File: config.mk
export PLATFORM = sky130hd
export DESIGN_NAME = control_sequencer
export DESIGN_NICKNAME = d
export VERILOG_FILES = /design/src/rtl/control_sequencer.sv
export SDC_FILE = /design/constraint.sdc
export NUM_CORES = 1
export LEC_CHECK = 0
export ABC_CLOCK_PERIOD_IN_PS = 2400
export CORE_MARGIN = 1
export CORE_UTILIZATION = 41
export CTS_BUF_LIST = sky130_fd_sc_hd__clkbuf_4 sky130_fd_sc_hd__clkbuf_8
export CTS_CLUSTER_DIAMETER = 80
export CTS_CLUSTER_SIZE = 16
export DETAILED_ROUTE_END_ITERATION = 16
export PLACE_DENSITY = 0.77
export SYNTH_ARGS = -nofsm -noshare
export SYNTH_HDL_FRONTEND = slang
export SYNTH_SLANG_ARGS = --single-unit
File: constraint.sdc
create_clock -name clk -period 2.4 [get_ports clk]
set_clock_uncertainty 0.2 [all_clocks]
set_input_delay 0.48 -clock clk [delete_from_list [all_inputs] [get_ports clk]]
set_output_delay 0.48 -clock clk [all_outputs]
set_load 0.005 [all_outputs]
File: src/rtl/control_sequencer.sv
// Microcoded control sequencer: fetch/decode microsteps, IR and RUN/HALT FSM.
// Define CTRL_SEQ_COND_JUMP_EN to enable the JC/JZ conditional jumps.
module control_sequencer #(
    parameter int DATA_WIDTH   = 8,
    parameter int OPCODE_WIDTH = 4,
    parameter int STEPS        = 5
) (
    input  logic                             clk,
    input  logic                             rst_n,
    input  logic                             step_en,
    input  logic                             resume,
    input  logic [DATA_WIDTH-1:0]            bus_in,
    input  logic                             carry_flag,
    input  logic                             zero_flag,
    output logic [15:0]                      ctrl,
    output logic [DATA_WIDTH-OPCODE_WIDTH-1:0] operand,
    output logic [3:0]                       step,
    output logic                             halted
);

    localparam logic [15:0] C_HLT = 16'h0001;
    localparam logic [15:0] C_MI  = 16'h0002;
    localparam logic [15:0] C_RI  = 16'h0004;
    localparam logic [15:0] C_RO  = 16'h0008;
    localparam logic [15:0] C_IO  = 16'h0010;
    localparam logic [15:0] C_II  = 16'h0020;
    localparam logic [15:0] C_AI  = 16'h0040;
    localparam logic [15:0] C_AO  = 16'h0080;
    localparam logic [15:0] C_EO  = 16'h0100;
    localparam logic [15:0] C_SU  = 16'h0200;
    localparam logic [15:0] C_BI  = 16'h0400;
    localparam logic [15:0] C_OI  = 16'h0800;
    localparam logic [15:0] C_CE  = 16'h1000;
    localparam logic [15:0] C_CO  = 16'h2000;
    localparam logic [15:0] C_J   = 16'h4000;
    localparam logic [15:0] C_FI  = 16'h8000;

    localparam logic [3:0] C_LAST = 4'(STEPS - 1);

    typedef enum logic {
        S_RUN  = 1'b0,
        S_HALT = 1'b1
    } state_t;

    state_t                  r_state;
    state_t                  w_state_nxt;
    logic [3:0]              r_step;
    logic [3:0]              w_step_nxt;
    logic [DATA_WIDTH-1:0]   r_ir;
    logic [DATA_WIDTH-1:0]   w_ir_nxt;
    logic [OPCODE_WIDTH-1:0] w_opcode;
    logic [15:0]             w_ctrl;
    logic [15:0]             w_exec;
    logic                    w_jc;
    logic                    w_jz;

    assign w_opcode = r_ir[DATA_WIDTH-1 -: OPCODE_WIDTH];

`ifdef CTRL_SEQ_COND_JUMP_EN
    assign w_jc = carry_flag;
    assign w_jz = zero_flag;
`else
    // Without conditional jumps, JC/JZ never take and act as NOPs.
    assign w_jc = 1'b0;
    assign w_jz = 1'b0;
    logic w_unused_flags;
    assign w_unused_flags = carry_flag ^ zero_flag;
`endif

    // Execute-phase microcode for steps 2..4.
    always_comb begin
        w_exec = '0;
        case (w_opcode)
            4'd1: begin
                case (r_step)
                    4'd2:    w_exec = C_IO | C_MI;
                    4'd3:    w_exec = C_RO | C_AI;
                    default: w_exec = '0;
                endcase
            end
            4'd2, 4'd3: begin
                case (r_step)
                    4'd2:    w_exec = C_IO | C_MI;
                    4'd3:    w_exec = C_RO | C_BI;
                    4'd4:    w_exec = C_EO | C_AI | C_FI
                                    | ((w_opcode == 4'd3) ? C_SU : 16'h0);
                    default: w_exec = '0;
                endcase
            end
            4'd4: begin
                case (r_step)
                    4'd2:    w_exec = C_IO | C_MI;
                    4'd3:    w_exec = C_AO | C_RI;
                    default: w_exec = '0;
                endcase
            end
            4'd5:  w_exec = (r_step == 4'd2) ? (C_IO | C_AI) : 16'h0;
            4'd6:  w_exec = (r_step == 4'd2) ? (C_IO | C_J) : 16'h0;
            4'd7:  w_exec = (r_step == 4'd2 && w_jc) ? (C_IO | C_J) : 16'h0;
            4'd8:  w_exec = (r_step == 4'd2 && w_jz) ? (C_IO | C_J) : 16'h0;
            4'd14: w_exec = (r_step == 4'd2) ? (C_AO | C_OI) : 16'h0;
            4'd15: w_exec = (r_step == 4'd2) ? C_HLT : 16'h0;
            default: w_exec = '0;
        endcase
    end

    always_comb begin
        w_ctrl = '0;
        if (r_state == S_HALT) begin
            w_ctrl = C_HLT;
        end else begin
            case (r_step)
                4'd0:             w_ctrl = C_CO | C_MI;
                4'd1:             w_ctrl = C_RO | C_II | C_CE;
                4'd2, 4'd3, 4'd4: w_ctrl = w_exec;
                default:          w_ctrl = '0;
            endcase
        end
    end

    always_comb begin
        w_state_nxt = r_state;
        w_step_nxt  = r_step;
        w_ir_nxt    = r_ir;
        case (r_state)
            S_RUN: begin
                if (step_en) begin
                    if (w_ctrl[0]) begin
                        w_state_nxt = S_HALT;
                    end else if (r_step >= 4'd2 && w_ctrl == 16'h0) begin
                        w_step_nxt = 4'd0;
                    end else if (r_step == C_LAST) begin
                        w_step_nxt = 4'd0;
                    end else begin
                        w_step_nxt = r_step + 4'd1;
                    end
                    if ((w_ctrl & C_II) != 16'h0) begin
                        w_ir_nxt = bus_in;
                    end
                end
            end
            S_HALT: begin
                // resume outranks step_en; the step stays frozen until then.
                if (resume) begin
                    w_state_nxt = S_RUN;
                    w_step_nxt  = 4'd0;
                end
            end
            default: w_state_nxt = S_RUN;
        endcase
    end

    always_ff @(posedge clk or negedge rst_n) begin
        if (!rst_n) begin
            r_state <= S_RUN;
            r_step  <= 4'd0;
            r_ir    <= '0;
        end else begin
            r_state <= w_state_nxt;
            r_step  <= w_step_nxt;
            r_ir    <= w_ir_nxt;
        end
    end

    assign ctrl    = w_ctrl;
    assign operand = r_ir[DATA_WIDTH-OPCODE_WIDTH-1:0];
    assign step    = r_step;
    assign halted  = (r_state == S_HALT);

endmodule

Word level (Yosys, flattened, before mapping)
Cells that the tools add are included.
{"block": "op_classes", "bitwise_logic": 1, "addsub": 1, "n_eq_ne": 15, "order_cmp": 1, "n_reduce_logical": 7, "n_mux": 21}
{"operator": "16-bit case mux with 7 select lines", "n": 1}
{"operator": "16-bit case mux with 3 select lines", "n": 2}
{"operator": "4-bit 2-to-1 mux", "n": 5}
{"operator": "4-bit by 2-bit == test with 1-bit output (second input constant)", "n": 4}
{"operator": "4-bit by 3-bit == test with 1-bit output (second input constant)", "n": 4}
{"operator": "16-bit logical NOT", "n": 1}
{"operator": "16-bit 2-to-1 mux", "n": 1}
{"operator": "8-bit case mux with 2 select lines", "n": 1}
{"operator": "15-bit 2-to-1 mux", "n": 1}
{"operator": "7-bit case mux with 2 select lines", "n": 1}
{"operator": "12-bit 2-to-1 mux", "n": 1}
{"operator": "10-bit 2-to-1 mux", "n": 1}
{"operator": "4-bit by 1-bit == test with 1-bit output (second input constant)", "n": 2}
{"operator": "4-bit == test (second input constant)", "n": 2}
{"operator": "4-bit case mux with 2 select lines", "n": 1}
{"operator": "7-bit 2-to-1 mux", "n": 1}
{"operator": "2-bit inequality test (second input constant)", "n": 3}
{"operator": "3-bit AND reduction", "n": 2}
{"operator": "4-bit by 1-bit adder with 4-bit output (second input constant)", "n": 1}
{"operator": "4-bit by 2-bit greater-or-equal comparator with 1-bit output (second input constant)", "n": 1}
{"operator": "4-bit logical NOT", "n": 1}
{"operator": "1-bit 2-to-1 mux", "n": 4}
{"operator": "3-bit OR reduction", "n": 1}
{"operator": "1-bit case mux with 2 select lines", "n": 1}
{"operator": "other kinds (3)", "n": 3}
{"block": "word_totals", "ff_bits": 13, "wordCells": 49, "inputBits": 14, "out_inout_bits": 25}

Logic depth before layout (Yosys ltp)
{"block": "logic_depth", "word_depth": 12, "depth_mapped": 7, "ltp_nobuf": 7}

Least setup slack after synthesis
No wires, ideal clock.
{"block": "synth_path", "path_type": "reg-to-reg", "start": "register r_step[0] (netlist: step[0])", "end": "register r_step[1] (netlist: step[1])", "required_ps": 2078, "path_buffers": 0, "stages_incl_launch_ff": 8, "setup_ps": 122, "setup_slack_ps": 49, "arrival_time_ps": 2029, "synth_period_minus_slack_ps": 2351, "path_cell_list": "dfrtp_1 > inv_1 > ha_1 > nor3b_1 > a211o_1 > a211o_1 > a2111o_1 > a32o_1"}
{"block": "synth_between", "elab_chain_len": 11, "elab_cells_between_ends": 27, "classes_between": "add/sub (1); order compare (1); eq/ne (5); mux (15); reduce/logical (5)"}
{"element": "from (decl)", "line": "47", "text": "logic [3:0] r_step;"}
{"element": "from (signal assigned)", "line": "160", "text": "r_step <= w_step_nxt;"}
{"element": "4-bit by 3-bit == test with 1-bit output, or another cell as far along", "line": "82, 112, 132"}
{"element": "16-bit case mux with 3 select lines, or another cell as far along", "line": "82", "text": "case (r_step)"}
{"element": "16-bit case mux with 7 select lines", "line": "73", "text": "case (w_opcode)"}
{"element": "16-bit case mux with 3 select lines", "line": "112", "text": "case (r_step)"}
{"element": "16-bit 2-to-1 mux", "line": "109", "text": "if (r_state == S_HALT) begin"}
{"element": "16-bit logical NOT", "line": "130", "text": "end else if (r_step >= 4'd2 && w_ctrl == 16'h0) begin"}
{"element": "1-bit logical AND", "line": "130"}
{"element": "4-bit 2-to-1 mux", "line": "130"}
{"element": "4-bit 2-to-1 mux", "line": "128", "text": "if (w_ctrl[0]) begin"}
{"element": "4-bit 2-to-1 mux", "line": "127", "text": "if (step_en) begin"}
{"element": "4-bit case mux with 2 select lines", "line": "125", "text": "case (r_state)"}
Several ways; a longest one is shown, not always the timed one. The select of a mux whose other input is x is not followed.
A chain may end at the register's enable or synchronous reset.

Final worst setup path
{"block": "layout_path", "start": "register r_step[0] (netlist: step[0])", "end": "output ctrl[7]"}
{"block": "layout_between", "elab_chain_len": 5, "elab_cells_between_ends": 12, "classes_between": "eq/ne (4); mux (6); reduce/logical (2)"}
{"element": "4-bit by 3-bit == test with 1-bit output, or another cell as far along", "line": "82, 112"}
{"element": "16-bit case mux with 3 select lines, or another cell as far along", "line": "82"}
{"element": "16-bit case mux with 7 select lines", "line": "73"}
{"element": "16-bit case mux with 3 select lines *", "line": "112"}
{"element": "16-bit 2-to-1 mux *", "line": "109"}
{"element": "to (decl)", "line": "15", "text": "output logic [15:0] ctrl,"}
Mark *: on every way between the ends. The rest lies on a longest branch, timed or not.

==> summary.md <==
| Metric | Value |
|---|---|
| Total grt overflow | `0` |
| Die Wd | `51.66 um` |
| Setup TNS | `-1.614 ns` |
| Reg power frac | `0.171` |
| GPL Wtd Cong | `0.9021` |
| Max Slew Vio Count | `0` |
| YS warnings | `0` |
| DR vias | `1,261` |
| Fin. Hold Viols | `0` |
| HP Start | `r_ir[2]$_DFFE_PN0P_` |
| Main synth FF type | `dfrtp_1` |
| WL per Instance | `between 15 and 20 um` |
| Synth top area share | `0.3218` |
| Clk Latency, worst-skew pair | `between 0.2 and 0.3 ns` |
| Mapped Area | `~1000 um2` |
| Pre-Repair DR Iteration Count | `4` |
| Hold Crit Class | `reg -> reg` |
| RSZ-0062 raised after global routing | `yes` |
| Top layer in use | `met4` |
| Post-layout nets | `208` |
| H-tree depth | `1` |
| Clk sinks | `13` |
| First-pass GRT wire length | `5630 um` |
| Reg-to-Reg Start | `step[0]$_DFFE_PN0P_` |
| Worst-Margin Slew | `~0.58 ns` |
| DP Cell Count | `199` |
| Critical path arrival | `roughly 1.9 ns` |
| Seq/Total Area, Yosys | `0.3218` |
| Final Setup Violations | `11` |
| Yosys cell types | `40` |
| Achievable Freq | `383.0 MHz` |
| Power, Total | `between 0.002 and 0.0025 W` |
| Initial antenna violation count | `0` |
| Most frequent cells in the layout | `buf_4 (42), clkdlybuf4s50_1 (20), buf_6 (12), dfrtp_1 (9), mux2_2 (8)` |
| Post-route ant nets | `0` |
| Tcrit/Tclk final | `1.088` |
| Run status | `complete, but fails checks` |
| Overall die height | `51.66 um` |
| CP Capture Type | `output port` |
| Register-to-Register Setup Slack | `-0.18 ns` |
| R2R Path End | `step[2]$_DFFE_PN0P_` |
| Met3 WL post-DR | `around 190 um` |
| Worst Hold End | `r_ir[2]$_DFFE_PN0P_` |
| Synth Instances | `110` |
| DR WL met2 | `1941 um` |
| WP data required | `approximately 1.7 ns` |
| Core Box Area | `around 2300 um2` |
| Vias/cell | `approximately 5.8` |
| Psw | `0.0009811 W` |
| CTS clk-pin slew, worst paths | `around 0.080 ns` |
| Site Rows | `17` |
| Highest net fanout along the worst path | `4` |
| Global Route Usage Sum | `0.2900` |
| Area contributors post-synth | `dfrtp_1 (32%), mux2_2 (8.9%), ha_1 (5.0%)` |
| Met1 Wirelength | `~1500 um` |
| Int Power | `around 0.0015 W` |
| Max Cap Viol | `0` |
| VDD IR max | `0.8997 mV` |
| Starting density of the core | `0.4442` |
| Synthesized area per cell | `about 9.2 um2` |
| DRC Markers | `0` |
| 1st-iter DRT viols | `30` |
| Async set-reset flop share out of synthesis | `1.000` |
| Post-Place Setup Slack | `-0.2518 ns` |
| Switching share of power | `0.3925` |
| TritonCTS Buffers | `3` |
| Yosys top cell by area | `dfrtp_1` |
| Crit start category | `flip-flop` |
| Synthesized Nets | `128` |
| Hold depth | `1` |
| Final wirelength | `3786 um` |
| # port buffers | `36` |
| # diodes | `0` |
| Area growth syn-to-layout | `90.59%` |
| Io pins | `39` |
| Failing checks | `setup timing` |
| Max clock buf depth | `2` |
| Die area | `approximately 2700 um2` |
| Leakage | `slightly above 0.9 nW` |
| R2R cell count | `9` |
| Clock power share | `0.058` |
| Tmin final | `2.611 ns` |
| Pwr/cell area | `~1300 nW/um2` |
| Gate power share | `0.771` |
| CTS root buffer | `clkbuf_4` |
| Pin count of the biggest net entering global routing | `14` |
| Final Non-Filler Cells | `217` |
| Critical Setup Path Class | `reg -> out` |
| Relative slew slack | `0.6153` |
| DP HPWL | `2233 um` |
| Share of cells above drive strength 1 | `0.5767` |
| Yosys reg bits | `13` |
| CTS tree | `yes` |
| Final WS setup | `-0.2108 ns` |
| Vias in the first global route | `approximately 1,200` |
| Commonest non-fill, non-tap cell in the layout | `buf_4` |
| Number of synthesized flops with an enable pin | `0` |
flip-flops by register name (all words and copies together) (netlist names):
| signal | count |
|---|---|
| step | 4 |
| halted | 1 |
| r_ir | 8 |
power groups by stage:
stage	registers (W)	logic (W)	clock network (W)
finish	0.000427	0.00193	0.000144
floorplan	0.000385	0.000663	0
global placement	0.000396	0.00131	0
global route	0.000436	0.00204	0.000161
CTS	0.000415	0.00160	0.000151
detailed placement	0.000402	0.00136	0
per-layer routing:
layer  global-route usage  up-vias
li1                     -      559
met1               0.3187      607
met2               0.5281       75
met3              0.02339       20
met4               0.1892        0
met5                    0        -
cell usage after synthesis, types with 2 or more instances:
cell type	number
dfrtp_1	13
a21oi_1	3
a21boi_0	2
buf_2	3
o21bai_1	2
a32o_1	3
buf_4	6
nor2b_1	2
nand2_1	4
mux2_2	8
buf_6	2
nor3_1	5
nand3_1	3
ha_1	4
a211o_1	2
nor2_1	6
nor3b_1	2
and4_1	3
and2_1	4
o21ai_0	2
a211oi_1	2
clkbuf_1	2
nor4_1	3
inv_1	7
nand4_1	2
final cells by class:
class / instances / area (um2)
timing repair buffer: 88 / 749.5
clock buffer: 4 / 30.03
fill: 117 / 349.1
sequential: 13 / 330.3
inverter: 7 / 26.28
tap: 28 / 35.03
multi-input combinational: 77 / 755.7
logic make-up after synthesis:
group / synth area share
compound gates: 0.1621
simple gates: 0.2525
fa+ha+maj: 0.04951
mux: 0.09901
buf+inv: 0.1151
flops: 0.3218
worst max-delay path, cell delays in order, from the launching register on:
cell and delay, ns:
dfrtp_1 0.42, inv_2 0.11, buf_6 0.11, ha_4 0.17, buf_4 0.13, nor2b_4 0.04, nor3_4 0.19, nand2_2 0.12
buf_6 0.13, a21oi_2 0.10, buf_2 0.13
per-stage QoR:
stage | cell area, um2 | hold WS (ns) | util
global route | 1927 | 0.3306 | 0.8466
floorplan | 1011 | -0.01559 | -
CTS | 1804 | 0.3218 | 0.7927
finish | 1927 | 0.3194 | 0.8466
global placement | 1602 | 0.2889 | 0.7037
detailed placement | 1602 | 0.2993 | 0.7037
what timing repair did:
action,in CTS,in global routing
endpoints found under the setup margin,19,19
buffers inserted,10,6
resized for setup,69,37
hold buffers,0,0
hold endpoints to repair,0,0
pin swaps,18,10
worst max-delay path by stage:
stage,cells past startpoint,startpoint,to
floorplan,7,step[0]$_DFFE_PN0P_,step[1]$_DFFE_PN0P_
global placement,7,step[0]$_DFFE_PN0P_,ctrl[9]
detailed placement,7,step[0]$_DFFE_PN0P_,ctrl[10]
CTS,8,step[0]$_DFFE_PN0P_,ctrl[6]
global route,10,step[0]$_DFFE_PN0P_,ctrl[7]
finish,10,step[0]$_DFFE_PN0P_,ctrl[7]
(Power assumes the default switching activity.)
